File: config.mk
export PLATFORM = sky130hd
export DESIGN_NAME = aes_decrypt_sequencer_flat
export DESIGN_NICKNAME = d
export VERILOG_FILES = /design/src/rtl/aes_decrypt_sequencer_if.sv /design/src/rtl/aes_decrypt_sequencer.sv /design/src/flat_wrapper.sv
export SDC_FILE = /design/constraint.sdc
export NUM_CORES = 1
export LEC_CHECK = 0
export CAP_MARGIN = 20
export CORE_AREA = 2 2 207 209
export DETAILED_ROUTE_END_ITERATION = 10
export DIE_AREA = 0 0 209 211
export PLACE_DENSITY_LB_ADDON = 0.05
export SYNTH_ARGS = -nofsm -noshare
export SYNTH_HDL_FRONTEND = slang
export SYNTH_SLANG_ARGS = --single-unit
File: constraint.sdc
create_clock -name clk -period 7.6 [get_ports clk]
set_clock_uncertainty 0.15 [all_clocks]
set_input_delay 0.76 -clock clk [delete_from_list [all_inputs] [get_ports clk]]
set_output_delay 0.76 -clock clk [all_outputs]
set_load 0.005 [all_outputs]
File: src/rtl/aes_decrypt_sequencer_if.sv
// rtl/aes_decrypt_sequencer_if.sv - block/plaintext handshakes and datapath bus of the AES decipher sequencer
// With AES_SEQ_KEYGATE_EN defined the bundle also carries key_valid.
interface aes_decrypt_sequencer_if #(
  parameter int NR = 10
);
  localparam int KW = $clog2(NR + 1);

  logic          in_valid;
  logic          in_ready;
  logic [127:0]  in_data;
  logic          out_valid;
  logic          out_ready;
  logic [127:0]  out_data;
  logic [127:0]  dp_state;
  logic [1:0]    dp_mode;
  logic [KW-1:0] key_idx;
  logic [127:0]  dp_result;
  logic          busy;
`ifdef AES_SEQ_KEYGATE_EN
  logic          key_valid;
`endif

  modport master (
`ifdef AES_SEQ_KEYGATE_EN
    input  key_valid,
`endif
    input  in_valid, in_data, out_ready, dp_result,
    output in_ready, out_valid, out_data, dp_state, dp_mode, key_idx, busy
  );

  modport slave (
`ifdef AES_SEQ_KEYGATE_EN
    output key_valid,
`endif
    output in_valid, in_data, out_ready, dp_result,
    input  in_ready, out_valid, out_data, dp_state, dp_mode, key_idx, busy
  );
endinterface

File: src/rtl/aes_decrypt_sequencer.sv
// rtl/aes_decrypt_sequencer.sv - FSM stepping an external inverse-round datapath through one AES decryption
// Optional AES_SEQ_KEYGATE_EN: in IDLE a block is only accepted while key_valid is high.
module aes_decrypt_sequencer #(
  parameter int NR = 10
) (
  input logic                     clk,
  input logic                     rst,
  aes_decrypt_sequencer_if.master bus
);
  localparam int KW = $clog2(NR + 1);

  localparam logic [1:0] MODE_ARK  = 2'b00;
  localparam logic [1:0] MODE_FULL = 2'b01;
  localparam logic [1:0] MODE_LAST = 2'b10;
  localparam logic [1:0] MODE_IDLE = 2'b11;

  localparam logic [KW-1:0] KEY_TOP   = KW'(NR);
  localparam logic [KW-1:0] RND_FIRST = KW'(NR - 1);
  localparam logic [KW-1:0] RND_ONE   = KW'(1);

  if (NR != 10 && NR != 12 && NR != 14) begin : g_nr_check
    $error("aes_decrypt_sequencer: NR must be 10, 12 or 14");
  end

  typedef enum logic [2:0] {
    S_IDLE,
    S_INIT,
    S_ROUND,
    S_FINAL,
    S_DONE
  } state_t;

  state_t        fsm_q;
  logic [127:0]  state_q;
  logic [KW-1:0] rnd_q;
  logic [KW-1:0] kidx_q;
  logic [1:0]    mode_q;
  logic          busy_q;
  logic          out_valid_q;
  logic          key_ok;

`ifdef AES_SEQ_KEYGATE_EN
  assign key_ok = bus.key_valid;
`else
  assign key_ok = 1'b1;
`endif

  // Gated by rst so the handshake reads not-ready for the whole reset pulse.
  assign bus.in_ready  = (fsm_q == S_IDLE) && !rst && key_ok;
  assign bus.out_valid = out_valid_q;
  assign bus.out_data  = state_q;
  assign bus.dp_state  = state_q;
  assign bus.dp_mode   = mode_q;
  assign bus.key_idx   = kidx_q;
  assign bus.busy      = busy_q;

  // Control outputs are registered alongside the state, so they carry the
  // values belonging to the state being entered.
  always_ff @(posedge clk or posedge rst) begin
    if (rst) begin
      fsm_q       <= S_IDLE;
      state_q     <= '0;
      rnd_q       <= '0;
      kidx_q      <= '0;
      mode_q      <= MODE_IDLE;
      busy_q      <= 1'b0;
      out_valid_q <= 1'b0;
    end else begin
      case (fsm_q)
        S_IDLE: begin
          if (bus.in_valid && bus.in_ready) begin
            state_q <= bus.in_data;
            fsm_q   <= S_INIT;
            mode_q  <= MODE_ARK;
            kidx_q  <= KEY_TOP;
            busy_q  <= 1'b1;
          end
        end
        S_INIT: begin
          state_q <= bus.dp_result;
          rnd_q   <= RND_FIRST;
          fsm_q   <= S_ROUND;
          mode_q  <= MODE_FULL;
          kidx_q  <= RND_FIRST;
        end
        S_ROUND: begin
          state_q <= bus.dp_result;
          if (rnd_q == RND_ONE) begin
            fsm_q  <= S_FINAL;
            mode_q <= MODE_LAST;
            kidx_q <= '0;
          end else begin
            rnd_q  <= rnd_q - RND_ONE;
            kidx_q <= rnd_q - RND_ONE;
          end
        end
        S_FINAL: begin
          state_q     <= bus.dp_result;
          fsm_q       <= S_DONE;
          mode_q      <= MODE_IDLE;
          kidx_q      <= '0;
          busy_q      <= 1'b0;
          out_valid_q <= 1'b1;
        end
        S_DONE: begin
          if (bus.out_ready) begin
            fsm_q       <= S_IDLE;
            out_valid_q <= 1'b0;
          end
        end
        default: begin
          fsm_q       <= S_IDLE;
          mode_q      <= MODE_IDLE;
          kidx_q      <= '0;
          busy_q      <= 1'b0;
          out_valid_q <= 1'b0;
        end
      endcase
    end
  end
endmodule

File: src/flat_wrapper.sv
// flat-port wrapper written by rule: the top's interface ports become plain ports
module aes_decrypt_sequencer_flat 
#(
  parameter int NR = 10
)
  (clk, rst, bus_in_valid, bus_in_data, bus_out_ready, bus_dp_result, bus_in_ready, bus_out_valid, bus_out_data, bus_dp_state, bus_dp_mode, bus_key_idx, bus_busy);
  aes_decrypt_sequencer_if #(.NR(NR)) bus_i ();
  input logic clk;
  input logic rst;
  input wire logic [$bits(bus_i.in_valid)-1:0] bus_in_valid;
  input wire logic [$bits(bus_i.in_data)-1:0] bus_in_data;
  input wire logic [$bits(bus_i.out_ready)-1:0] bus_out_ready;
  input wire logic [$bits(bus_i.dp_result)-1:0] bus_dp_result;
  output wire logic [$bits(bus_i.in_ready)-1:0] bus_in_ready;
  output wire logic [$bits(bus_i.out_valid)-1:0] bus_out_valid;
  output wire logic [$bits(bus_i.out_data)-1:0] bus_out_data;
  output wire logic [$bits(bus_i.dp_state)-1:0] bus_dp_state;
  output wire logic [$bits(bus_i.dp_mode)-1:0] bus_dp_mode;
  output wire logic [$bits(bus_i.key_idx)-1:0] bus_key_idx;
  output wire logic [$bits(bus_i.busy)-1:0] bus_busy;
  assign bus_i.in_valid = bus_in_valid;
  assign bus_i.in_data = bus_in_data;
  assign bus_i.out_ready = bus_out_ready;
  assign bus_i.dp_result = bus_dp_result;
  assign bus_in_ready = bus_i.in_ready;
  assign bus_out_valid = bus_i.out_valid;
  assign bus_out_data = bus_i.out_data;
  assign bus_dp_state = bus_i.dp_state;
  assign bus_dp_mode = bus_i.dp_mode;
  assign bus_key_idx = bus_i.key_idx;
  assign bus_busy = bus_i.busy;
  aes_decrypt_sequencer #(.NR(NR)) u_core (.clk(clk), .rst(rst), .bus(bus_i));
endmodule
# Word-level counts from Yosys, hierarchy flattened
# Index checks and enable logic that the tools add are counted.
[op_classes]
addsub = 1
n_eq_ne = 9
n_mux = 18
n_bitwise = 3
n_reduce_logical = 16
[op_table]
columns = ["cell", "n"]
rows = [
  ["$pmux W128 S2", 1],
  ["$mux W128", 1],
  ["$pmux W4 S4", 1],
  ["$pmux W3 S5", 1],
  ["$mux W4", 3],
  ["$reduce_and A2 Y1", 5],
  ["$mux W3", 3],
  ["$reduce_or A3 Y1", 3],
  ["$pmux W2 S4", 1],
  ["$pmux W4 S2", 1],
  ["$eq A3 B2 Y1 const B", 2],
  ["$ne A2 B2 Y1 const B", 3],
  ["$reduce_and A3 Y1", 2],
  ["$eq A4 B1 Y1 const B", 1],
  ["$mux W2", 2],
  ["$reduce_bool A2 Y1", 2],
  ["$sub A4 B1 Y4 const B", 1],
  ["$eq A3 B1 Y1 const B", 1],
  ["$eq A3 B3 Y1 const B", 1],
  ["$logic_not A3 Y1", 1],
  ["$not A1 Y1", 3],
  ["$pmux W1 S3", 1],
  ["$logic_and A1 B1 Y1", 2],
  ["$mux W1", 2],
  ["3 further kinds", 3],
]
[word_totals]
ff_bits = 143
input_bits = 260
output_inout_bits = 265
elab_cells = 54

# Logic depth before layout (Yosys ltp)
# Gate-level depths: netlist of run 1.
[depth]
depth_word = 5
mapped_depth = 8
mapped_depth_nobuf = 6

# Worst setup path before layout of run 1
# Ideal clock, no wire load.
[synth_path]
path_kind = "input-to-reg"
from = "input rst"
to = "register u_core.state_q[10], in the netlist u_core.bus.dp_state[10]"
setup_time_ns = 0.137
t_arrival_ns = 1.757
t_required_ns = 7.313
path_slack_ns = 5.557
path_stages = 5
path_buffers = 2
path_cell_list = "nand2b_1 -> a21oi_2 -> clkbuf_1 -> clkbuf_1 -> a21oi_1"
[synth_via]
elab_chain_cells = 5
[synth_rtl]
columns = ["element", "line_no", "text"]
rows = [
  ["from (decl)", "flat_wrapper.sv:9", "input logic rst;"],
  ["$logic_not A1 Y1", "aes_decrypt_sequencer.sv:49", "assign bus.in_ready = (fsm_q == S_IDLE) && !rst && key_ok;"],
  ["$logic_and A1 B1 Y1", "aes_decrypt_sequencer.sv:49", ""],
  ["$logic_and A1 B1 Y1", "aes_decrypt_sequencer.sv:71", "if (bus.in_valid && bus.in_ready) begin"],
  ["$ne A2 B2 Y1 (no source line)", "n/a", ""],
  ["$reduce_and A2 Y1 (no source line)", "n/a", ""],
  ["to (signal assigned)", "aes_decrypt_sequencer.sv:72", "state_q <= bus.in_data;"],
  ["to (signal assigned)", "aes_decrypt_sequencer.sv:80", "state_q <= bus.dp_result;"],
  ["to (signal assigned)", "aes_decrypt_sequencer.sv:87", "state_q <= bus.dp_result;"],
  ["to (decl)", "aes_decrypt_sequencer.sv:34", "logic [127:0] state_q;"],
]
# No other way between the ends.
# A chain may end at the register's enable or synchronous reset.

# Worst setup path in the final report of run 1
[layout_path]
from = "register u_core.fsm_q[1]"
to = "register u_core.state_q[37], in the netlist u_core.bus.dp_state[37]"
[layout_via]
elab_chain_cells = 5
elab_cells_between_ends = 11
classes_between = "eq/ne (4); mux (1); reduce/logical (6)"
[layout_rtl]
columns = ["element", "line_no", "text"]
rows = [
  ["from (decl)", "aes_decrypt_sequencer.sv:33", "state_t fsm_q;"],
  ["from (signal assigned)", "aes_decrypt_sequencer.sv:61", "fsm_q <= S_IDLE;"],
  ["from (signal assigned)", "aes_decrypt_sequencer.sv:73", "fsm_q <= S_INIT;"],
  ["from (signal assigned)", "aes_decrypt_sequencer.sv:82", "fsm_q <= S_ROUND;"],
  ["$logic_not A3 Y1", "aes_decrypt_sequencer.sv:49, aes_decrypt_sequencer.sv:69", ""],
  ["$logic_and A1 B1 Y1", "aes_decrypt_sequencer.sv:49", ""],
  ["$logic_and A1 B1 Y1", "aes_decrypt_sequencer.sv:71", ""],
  ["$ne A2 B2 Y1 (no source line)", "n/a", ""],
  ["$reduce_and A2 Y1 (no source line)", "n/a", ""],
]
# Parallel ways exist; a longest one is shown, timed or not.

==> impl_metrics.toml, run 1 <==
[run_status]
status = "finished, final reports clean"

[pwr]
internal-power_uw = 3531
pwr_density_cell_nw_per_um2 = 442.6
power_uw = 5713
pwr-share-clk = 0.139
power_switching_uw = 2182
p_comb_frac = 0.580
peakVddDrop_mv = 0.3114
seqPwrFrac = 0.280
leakagePower_uw = 0.005344
switching_share = 0.3820

[global_route]
grt_first_pass_wirelength_mm = 45.62
grt_pass1_vias = 6682
antenna_found_initial = 6
grt_overflow = 0
grt_max_degree = 99
grt.total_usage = 0.1426

[yosys]
synth_cell_types = 36
yosys-top-cells-count = "141 x dfrtp_1, 136 x a21oi_1, 133 x nor2_1"
syn_area_sq_um = 7672
synthMostInstantiatedCell = "dfrtp_1"
synth-main-ff-cell = "dfrtp_1"
ys_warn_count = 0
async_flop_share = 1.000
yosys.area.top_type_share = 0.4599
synth_edf_count = 0
ys_seq_elements = 143
synth.largest_area_cell = "dfrtp_1"
synth_seq_area_share = 0.4667
syn_inst = 767
syn_nets = 1029
synth_area_leaders = "dfrtp_1 46%, mux2i_1 17%, buf_4 13%"
avgSynthCellArea_sq_um = 10.00

[min_path]
holdCritPathClass = "reg2reg"
hold_start = "u_core.bus.busy"

[clock_network]
root_buffer = "clkbuf_16"
cts_made_buffers = 17
clkSinkCount = 143
cts_hold_buf = 0
clock_latency_ns = 0.44
cts_setup_buffers = 0
cts_resized = 0
clkTransAtPathRegs_ns = 0.06
cts_buffer_depth = 2
htreeDepth = 4
cts_tree = "done"

[floorplan]
initial_core_util = 0.1837
core-area_sq_um = 41760
row_count = 75
die_width_um = 209
dieHeight_um = 211
die_area_sq_um = 44100
io_pins = 525

[setup_path]
crit_type = "reg2reg"
cp_slowest_stage_delay_ns = 0.87
cp_top_family = "simple AND/OR/NAND/NOR gates"
cp-end-kind = "register"
startpoint = "u_core.fsm_q[1]"
cp_data_arrival_time_ns = 3.40
r2r-start = "u_core.fsm_q[1]"
crit_chain = "nor2_4, or2_4, buf_4, mux2i_1, a21oi_1"
critPathRequiredTime_ns = 7.73
crit_fanout = 51
cp-start-kind = "register"
cp_slowest_cell = "buf_4"
path_buf_inv = 1

[sta]
final-max-slew-violation-count = 0
finalCritPeriodShare = 0.4304
fmax_ghz = 0.3057
fin_crit_ns = 3.271
finalSetupViolCount = 0
report.final.hold_viol_count = 0
tightest_slew_ns = 1.013
rsz0062_at_grt = "no"
max_slew_margin = 0.3244
setup_tns_ns = 0

[routing]
dr.pass1.iters = 4
dr_total_vias = 6576
post-route-drc-count = 0
wl_mm = 32.38
wl_per_cell_um = 19.08
vias_per_cell = 3.875
drt-initial-drc-count = 175
ant_nets = 0

[final_layout]
final_layout_size_suffix_gt1_frac = 0.03813
area_growth_pct = 68.23
post-route-util = 0.3091
fin_nets = 1403
instances_no_fill = 1697

[placement]
placedCellCount = 1661
place_congestion = 0.7294
hpwl_mm = 24.87
port_buffers = 524

[flow_run]
max_cap_violations = 0
[state kept, by name, summed over array words and instances, names as in the netlist]
register,flops
u_core.rnd_q,4
u_core.bus.busy,1
u_core.bus.out_valid,1
u_core.bus.dp_mode,2
u_core.fsm_q,3
u_core.bus.dp_state,128
u_core.bus.key_idx,4
[layer usage]
layer	global-route usage	vias up	wire [um]
li1	-	3232	-
met1	0.1597	3042	12900
met2	0.2554	279	16730
met3	0.04654	19	2321
met4	0.04606	4	391
met5	0	-	34
[placed cells by master, fill, tap and decap left out, drive strengths merged, types with 6 or more instances in the layout]
cell type	Yosys	layout
a21oi	137	137
buf	149	6
clkbuf	26	22
clkdlybuf4s50	0	524
clkinv	0	6
dfrtp	141	141
mux2i	128	128
nand3	6	6
nor2	134	134
o21ai	7	7
[metrics by stage]
| stage | hold slack (ns) | instance area [sq um] | setup WS (ns) |
|---|---|---|---|
| floorplan | 0.3397 | 7672 | 2.855 |
| global placement | 0.3633 | 12360 | 3.964 |
| detailed placement | 0.3315 | 12360 | 3.906 |
| CTS | 0.3624 | 12900 | 4.236 |
| global route | 0.3689 | 12900 | 4.082 |
| finish | 0.3608 | 12910 | 4.329 |
[cell families after synthesis]
family | share of synthesized area
AO/OA/AOI/OAI | 0.1067
multiplexers | 0.1670
flip-flops | 0.4667
adder cells (fa/ha/maj) | 0.003261
XOR/XNOR | 0.003425
AND/OR/NAND/NOR | 0.08252
buffers and inverters | 0.1704
[worst reg2reg max path: stages (launching register included)]
cell and delay (ns):
dfrtp_1 0.62, nor2_4 0.26, or2_4 0.75, buf_4 0.89, mux2i_1 0.35, a21oi_1 0.10
[final timing paths]
kind | to | slack, ns | cells past startpoint
max | u_core.bus.dp_state[37] | 4.33 | 5
min | u_core.bus.busy | 0.36 | 1
max reg2reg | u_core.bus.dp_state[37] | 4.33 | 5
min reg2reg | u_core.bus.busy | 0.36 | 1
max in group asynchronous | u_core.bus.dp_state[20] | 5.06 | 3
min in group asynchronous | u_core.bus.dp_state[116] | 0.78 | 2
[cell type report]
class                   count  area [sq um]
clock inverters            10         63.81
inverters                   4         20.02
flip-flops and latches    143          3581
diodes                      4         10.01
repair buffers            530          5290
fillers                  4344         28850
clock buffers              22         474.2
well taps                 539         674.4
multi-input cells         445          2794
[power by group through the flow]
stage / sequential, uW / clock, uW / combinational (uW)
floorplan: 1480 / 0 / 2090
global placement: 1640 / 0 / 3390
detailed placement: 1630 / 0 / 3380
CTS: 1620 / 833 / 3390
global route: 1660 / 869 / 3620
finish: 1600 / 797 / 3310
Power figures use the tool's default switching activity.
==> inputs of run 2 (changes only) <==
==> constraint.sdc (replaced) <==
create_clock -name clk -period 3 [get_ports clk]
set_clock_uncertainty 0.15 [all_clocks]
set_input_delay 0.3 -clock clk [delete_from_list [all_inputs] [get_ports clk]]
set_output_delay 0.3 -clock clk [all_outputs]
set_load 0.005 [all_outputs]
==> run 2 against run 1 <==
Utilization up 0.88 points. Via count up 1.2%. Final area rose by 2.8%. Largest power group unchanged. Sequential power is 150% higher. Sequential share of layout area shrank 0.77 points.
==> impl_metrics.toml, run 2 (synthesis results as in run 1) <==
[placement]
dp_slack_ns = 0.6841
port_buffers = 524
place_congestion = 0.7318
hpwl_mm = 25.71
placedCellCount = 1680

[final_layout]
area_growth_pct = 73.01
nFillCells = 4308
layout.cells.most_common = "clkdlybuf4s50_1"
instances_no_fill = 1714
largest_reg_flops = 128
final_cell_mix = "524 x clkdlybuf4s50_1, 141 x dfrtp_1, 136 x a21oi_1, 133 x nor2_1, 128 x mux2i_1"
fin_nets = 1422
final_layout_size_suffix_gt1_frac = 0.05371

[sta]
hold_ws_ns = 0.2792
rsz0062_at_grt = "no"
finalSetupViolCount = 0
max_slew_margin = 0.6638
report.final.hold_viol_count = 0
fin_ws_ns = 0.5017
final-max-slew-violation-count = 0
finalCritPeriodShare = 0.8328
tightest_slew_ns = 0.5043
setup_tns_ns = 0
fin_crit_ns = 2.498
fmax_ghz = 0.4003

[routing]
drt-initial-drc-count = 252
wl_met2_mm = 16.91
dr_wl_met3_mm = 2.165
post-route-drc-count = 0
dr_total_vias = 6652
ant_nets = 0
top_layer = "met5"
vias_per_cell = 3.881
wl_per_cell_um = 18.79
drt-met1-wl_mm = 12.83
dr.pass1.iters = 6
wl_mm = 32.21

[floorplan]
io_pins = 525
die_area_sq_um = 44100
dieHeight_um = 211
row_count = 75
initial_core_util = 0.1837
die_width_um = 209
core-area_sq_um = 41760

[setup_path]
cp-end-kind = "output pin"
crit_fanout = 17
cp-start-kind = "register"
reg2reg_slack_ns = 0.95
critPathRequiredTime_ns = 2.55
cp_data_arrival_time_ns = 2.05
crit_type = "reg2out"

[clock_network]
cts_setup_buffers = 0
cts_made_buffers = 17
htreeDepth = 4
cts_buffer_depth = 2
cts_resized = 0
clkSinkCount = 143
cts_hold_buf = 0
root_buffer = "clkbuf_16"
cts_tree = "done"
clkTransAtPathRegs_ns = 0.06
clock_latency_ns = 0.43

[pwr]
leakagePower_uw = 0.005537
pwr_density_cell_nw_per_um2 = 1153
power_uw = 15310
peakVddDrop_mv = 0.6991

[global_route]
antenna_found_initial = 3
grt_overflow = 0
grt_first_pass_wirelength_mm = 45.91
grt_pass1_vias = 6713
grt_max_degree = 113
grt.total_usage = 0.1430

[run_status]
status = "finished, final reports clean"

[min_path]
holdCritPathClass = "in2async"

[flow_run]
max_cap_violations = 0
## run 2: cell count changes in the layout (fill, tap and decap cells not counted), moves of 2 or more
cell	change
buf_4	+12
buf_12	+7
bufinv_16	+6
clkinv_2	-3
clkinvlp_4	-2
diode_2	-2
## run 2: critical path, cell delays in order, from the launching register on
cell and delay, ns:
dfrtp_1 0.41, buf_4 0.21, nor4_1 0.41, clkdlybuf4s50_1 0.58
## run 2: worst paths after layout
check / startpoint / endpoint / cells past startpoint
max reg2reg: u_core.fsm_q[0] / u_core.bus.dp_state[20] / 6
min in group clk: bus_dp_result[48] / u_core.bus.dp_state[48] / 3
min: rst / u_core.bus.dp_state[114] / 3
max: u_core.fsm_q[1] / bus_in_ready / 3
max in group asynchronous: rst / u_core.bus.dp_state[54] / 3
min reg2reg: u_core.bus.busy / u_core.bus.busy / 1
## run 2: cell type report
class	instances	area (sq um)	share of cell area
Inverter	4	18.77	0.001414
Multi-Input combinational cell	445	2794	0.2105
Clock buffer	22	474.2	0.03572
Timing Repair Buffer	549	5520	0.4159
Antenna cell	2	5.005	0.0003770
Sequential cell	143	3581	0.2698
Clock inverter	10	206.4	0.01555
Tap cell	539	674.4	0.05081
## run 2: report_power, final
part | internal (uW) | switching [uW]
clock | 1630 | 883
sequential | 2970 | 998
combinational | 5160 | 3670
total | 9750 | 5550
## run 2: per-layer routing
layer / GRT usage / up-vias
met4: 0.04089 / 2
met2: 0.2541 / 282
met1: 0.1660 / 3085
met5: 0 / -
li1: - / 3269
met3: 0.04326 / 14
## run 2: through the flow
| stage | util | instance area, sq um |
|---|---|---|
| 5_1_grt | 0.3178 | 13270 |
| 3_5_place_dp | 0.3015 | 12590 |
| 2_1_floorplan | - | 7676 |
| 6_report | 0.3179 | 13270 |
| 3_3_place_gp | 0.3015 | 12590 |
| 4_1_cts | 0.3178 | 13270 |
==> inputs of run 3 (changes only) <==
==> constraint.sdc (replaced) <==
create_clock -name clk -period 2.6 [get_ports clk]
set_clock_uncertainty 0.15 [all_clocks]
set_input_delay 0.26 -clock clk [delete_from_list [all_inputs] [get_ports clk]]
set_output_delay 0.26 -clock clk [all_outputs]
set_load 0.005 [all_outputs]
==> run 3 against run 2 <==
Count of clock-buffer cells in the layout up 8. Via count down 0.32%. Sequential share of layout area up 0.089 points. Critical path depth unchanged. Critical path type unchanged. Critical endpoint unchanged. Largest cell class unchanged. Highest routed layer unchanged.
==> impl_metrics.toml, run 3 (synthesis results as in run 1) <==
[final_layout]
fin_nets = 1426
area_growth_pct = 72.44
largest_reg_flops = 128
layout.cells.most_common = "clkdlybuf4s50_1"
final_cell_mix = "524 x clkdlybuf4s50_1, 141 x dfrtp_1, 136 x a21oi_1, 133 x nor2_1, 128 x mux2i_1"
final_layout_size_suffix_gt1_frac = 0.04928

[run_status]
status = "finished, final reports clean"

[clock_network]
root_buffer = "clkbuf_16"
clkTransAtPathRegs_ns = 0.06
htreeDepth = 4
cts_resized = 0
cts_buffer_depth = 2
clock_latency_ns = 0.42
cts_made_buffers = 17
clkSinkCount = 143
cts_hold_buf = 0
cts_setup_buffers = 0
cts_tree = "done"

[setup_path]
cp_slowest_stage_delay_ns = 0.59
crit_fanout = 17
cp_data_arrival_time_ns = 2.04
cp-start-kind = "register"
crit_chain = "buf_4, nor4_1, clkdlybuf4s50_1"
cp_slowest_cell = "clkdlybuf4s50_1"
crit_type = "reg2out"
cp-end-kind = "output pin"
critPathRequiredTime_ns = 2.19
cp_top_family = "buffers and inverters"
path_buf_inv = 2

[global_route]
grt_use_met2 = 0.2605
busiest_layer = "met2"
grtUsageMet1 = 0.1660
grt.total_usage = 0.1444
grt_pass1_vias = 6863
antenna_found_initial = 3
grt_max_degree = 117
grt_overflow = 0
grt_first_pass_wirelength_mm = 46.57
grtUsageMet3 = 0.04312

[placement]
port_buffers = 524
hpwl_mm = 25.97
place_congestion = 0.7687
dp_slack_ns = 0.3888

[routing]
drt-initial-drc-count = 203
wl_per_cell_um = 18.78
dr.pass1.iters = 4
post-route-drc-count = 0
dr_total_vias = 6631
wl_mm = 32.28
ant_nets = 0
vias_per_cell = 3.857

[sta]
finalSetupViolCount = 0
rsz0062_at_grt = "no"
fin_crit_ns = 2.445
max_slew_margin = 0.5439
tightest_slew_ns = 0.6842
fmax_ghz = 0.4089
final-max-slew-violation-count = 0
fin_ws_ns = 0.1545
report.final.hold_viol_count = 0
setup_tns_ns = 0
finalCritPeriodShare = 0.9406

[floorplan]
die_area_sq_um = 44100
io_pins = 525
row_count = 75
initial_core_util = 0.1837
core-area_sq_um = 41760
die_width_um = 209
dieHeight_um = 211

[flow_run]
max_cap_violations = 0

[pwr]
internal-power_uw = 11010
leakagePower_uw = 0.005509
seqPwrFrac = 0.265
switching_share = 0.3675
pwr-share-clk = 0.133
power_switching_uw = 6399
peakVddDrop_mv = 0.5985
p_comb_frac = 0.601
pwr_density_cell_nw_per_um2 = 1316

[min_path]
holdCritPathClass = "in2async"
-- run 3: cell count changes in the layout (fill, tap and decap cells not counted), sizes merged --
cell,delta
clkbuf,+8
bufinv,-5
buf,+4
clkinv,-2
clkinvlp,-1
diode,+1
-- run 3: tightest hold or removal path, stage by stage --
cell and delay (ns):
clkdlybuf4s50_1 0.48, clkinvlp_4 0.13, buf_4 0.36
-- run 3: metrics by stage --
step | hold WS [ns] | total power (uW) | instance area, sq um | utilization | std cells
3_3_place_gp | 0.3419 | 15400 | 12690 | 0.3040 | 1684
2_1_floorplan | 0.2499 | 10450 | 7676 | - | 767
4_1_cts | 0.2259 | 17830 | 13220 | 0.3166 | 1716
6_report | 0.2382 | 17410 | 13230 | 0.3168 | 1719
5_1_grt | 0.2740 | 18770 | 13230 | 0.3167 | 1717
3_5_place_dp | 0.3407 | 15380 | 12690 | 0.3040 | 1684
-- run 3: layout make-up --
type / count / area [sq um]
timing repair buffer: 553 / 5625
sequential: 143 / 3581
multi-input combinational: 445 / 2794
clock buffer: 30 / 494.2
antenna: 3 / 7.507
clock inverter: 2 / 35.03
fill: 4254 / 28530
tap: 539 / 674.4
inverter: 4 / 18.77
-- run 3: path summary, 6_finish.rpt --
kind	start	to	slack (ns)	cells past startpoint
max reg2reg	u_core.fsm_q[0]	u_core.bus.dp_state[64]	0.51	6
min in group clk	bus_dp_result[101]	u_core.bus.dp_state[101]	0.31	3
max	u_core.fsm_q[1]	bus_in_ready	0.15	3
min	rst	u_core.bus.dp_state[7]	0.24	3
min reg2reg	u_core.bus.busy	u_core.bus.busy	0.36	1
max in group asynchronous	rst	u_core.bus.dp_state[95]	1.48	3
-- run 3: per-layer routing --
| layer | vias to the layer above | part of all wire |
|---|---|---|
| li1 | 3276 | - |
| met1 | 3063 | 0.40 |
| met2 | 271 | 0.52 |
| met3 | 19 | 0.068 |
| met4 | 2 | 0.012 |
| met5 | - | 0.00040 |
-- run 3: power groups by stage --
| stage | Clock [uW] | Combinational, uW | Sequential (uW) |
|---|---|---|---|
| 2_1_floorplan | 0 | 6120 | 4330 |
| 3_3_place_gp | 0 | 10700 | 4700 |
| 3_5_place_dp | 0 | 10700 | 4690 |
| 4_1_cts | 2440 | 10700 | 4680 |
| 5_1_grt | 2530 | 11400 | 4820 |
| 6_report | 2320 | 10500 | 4620 |
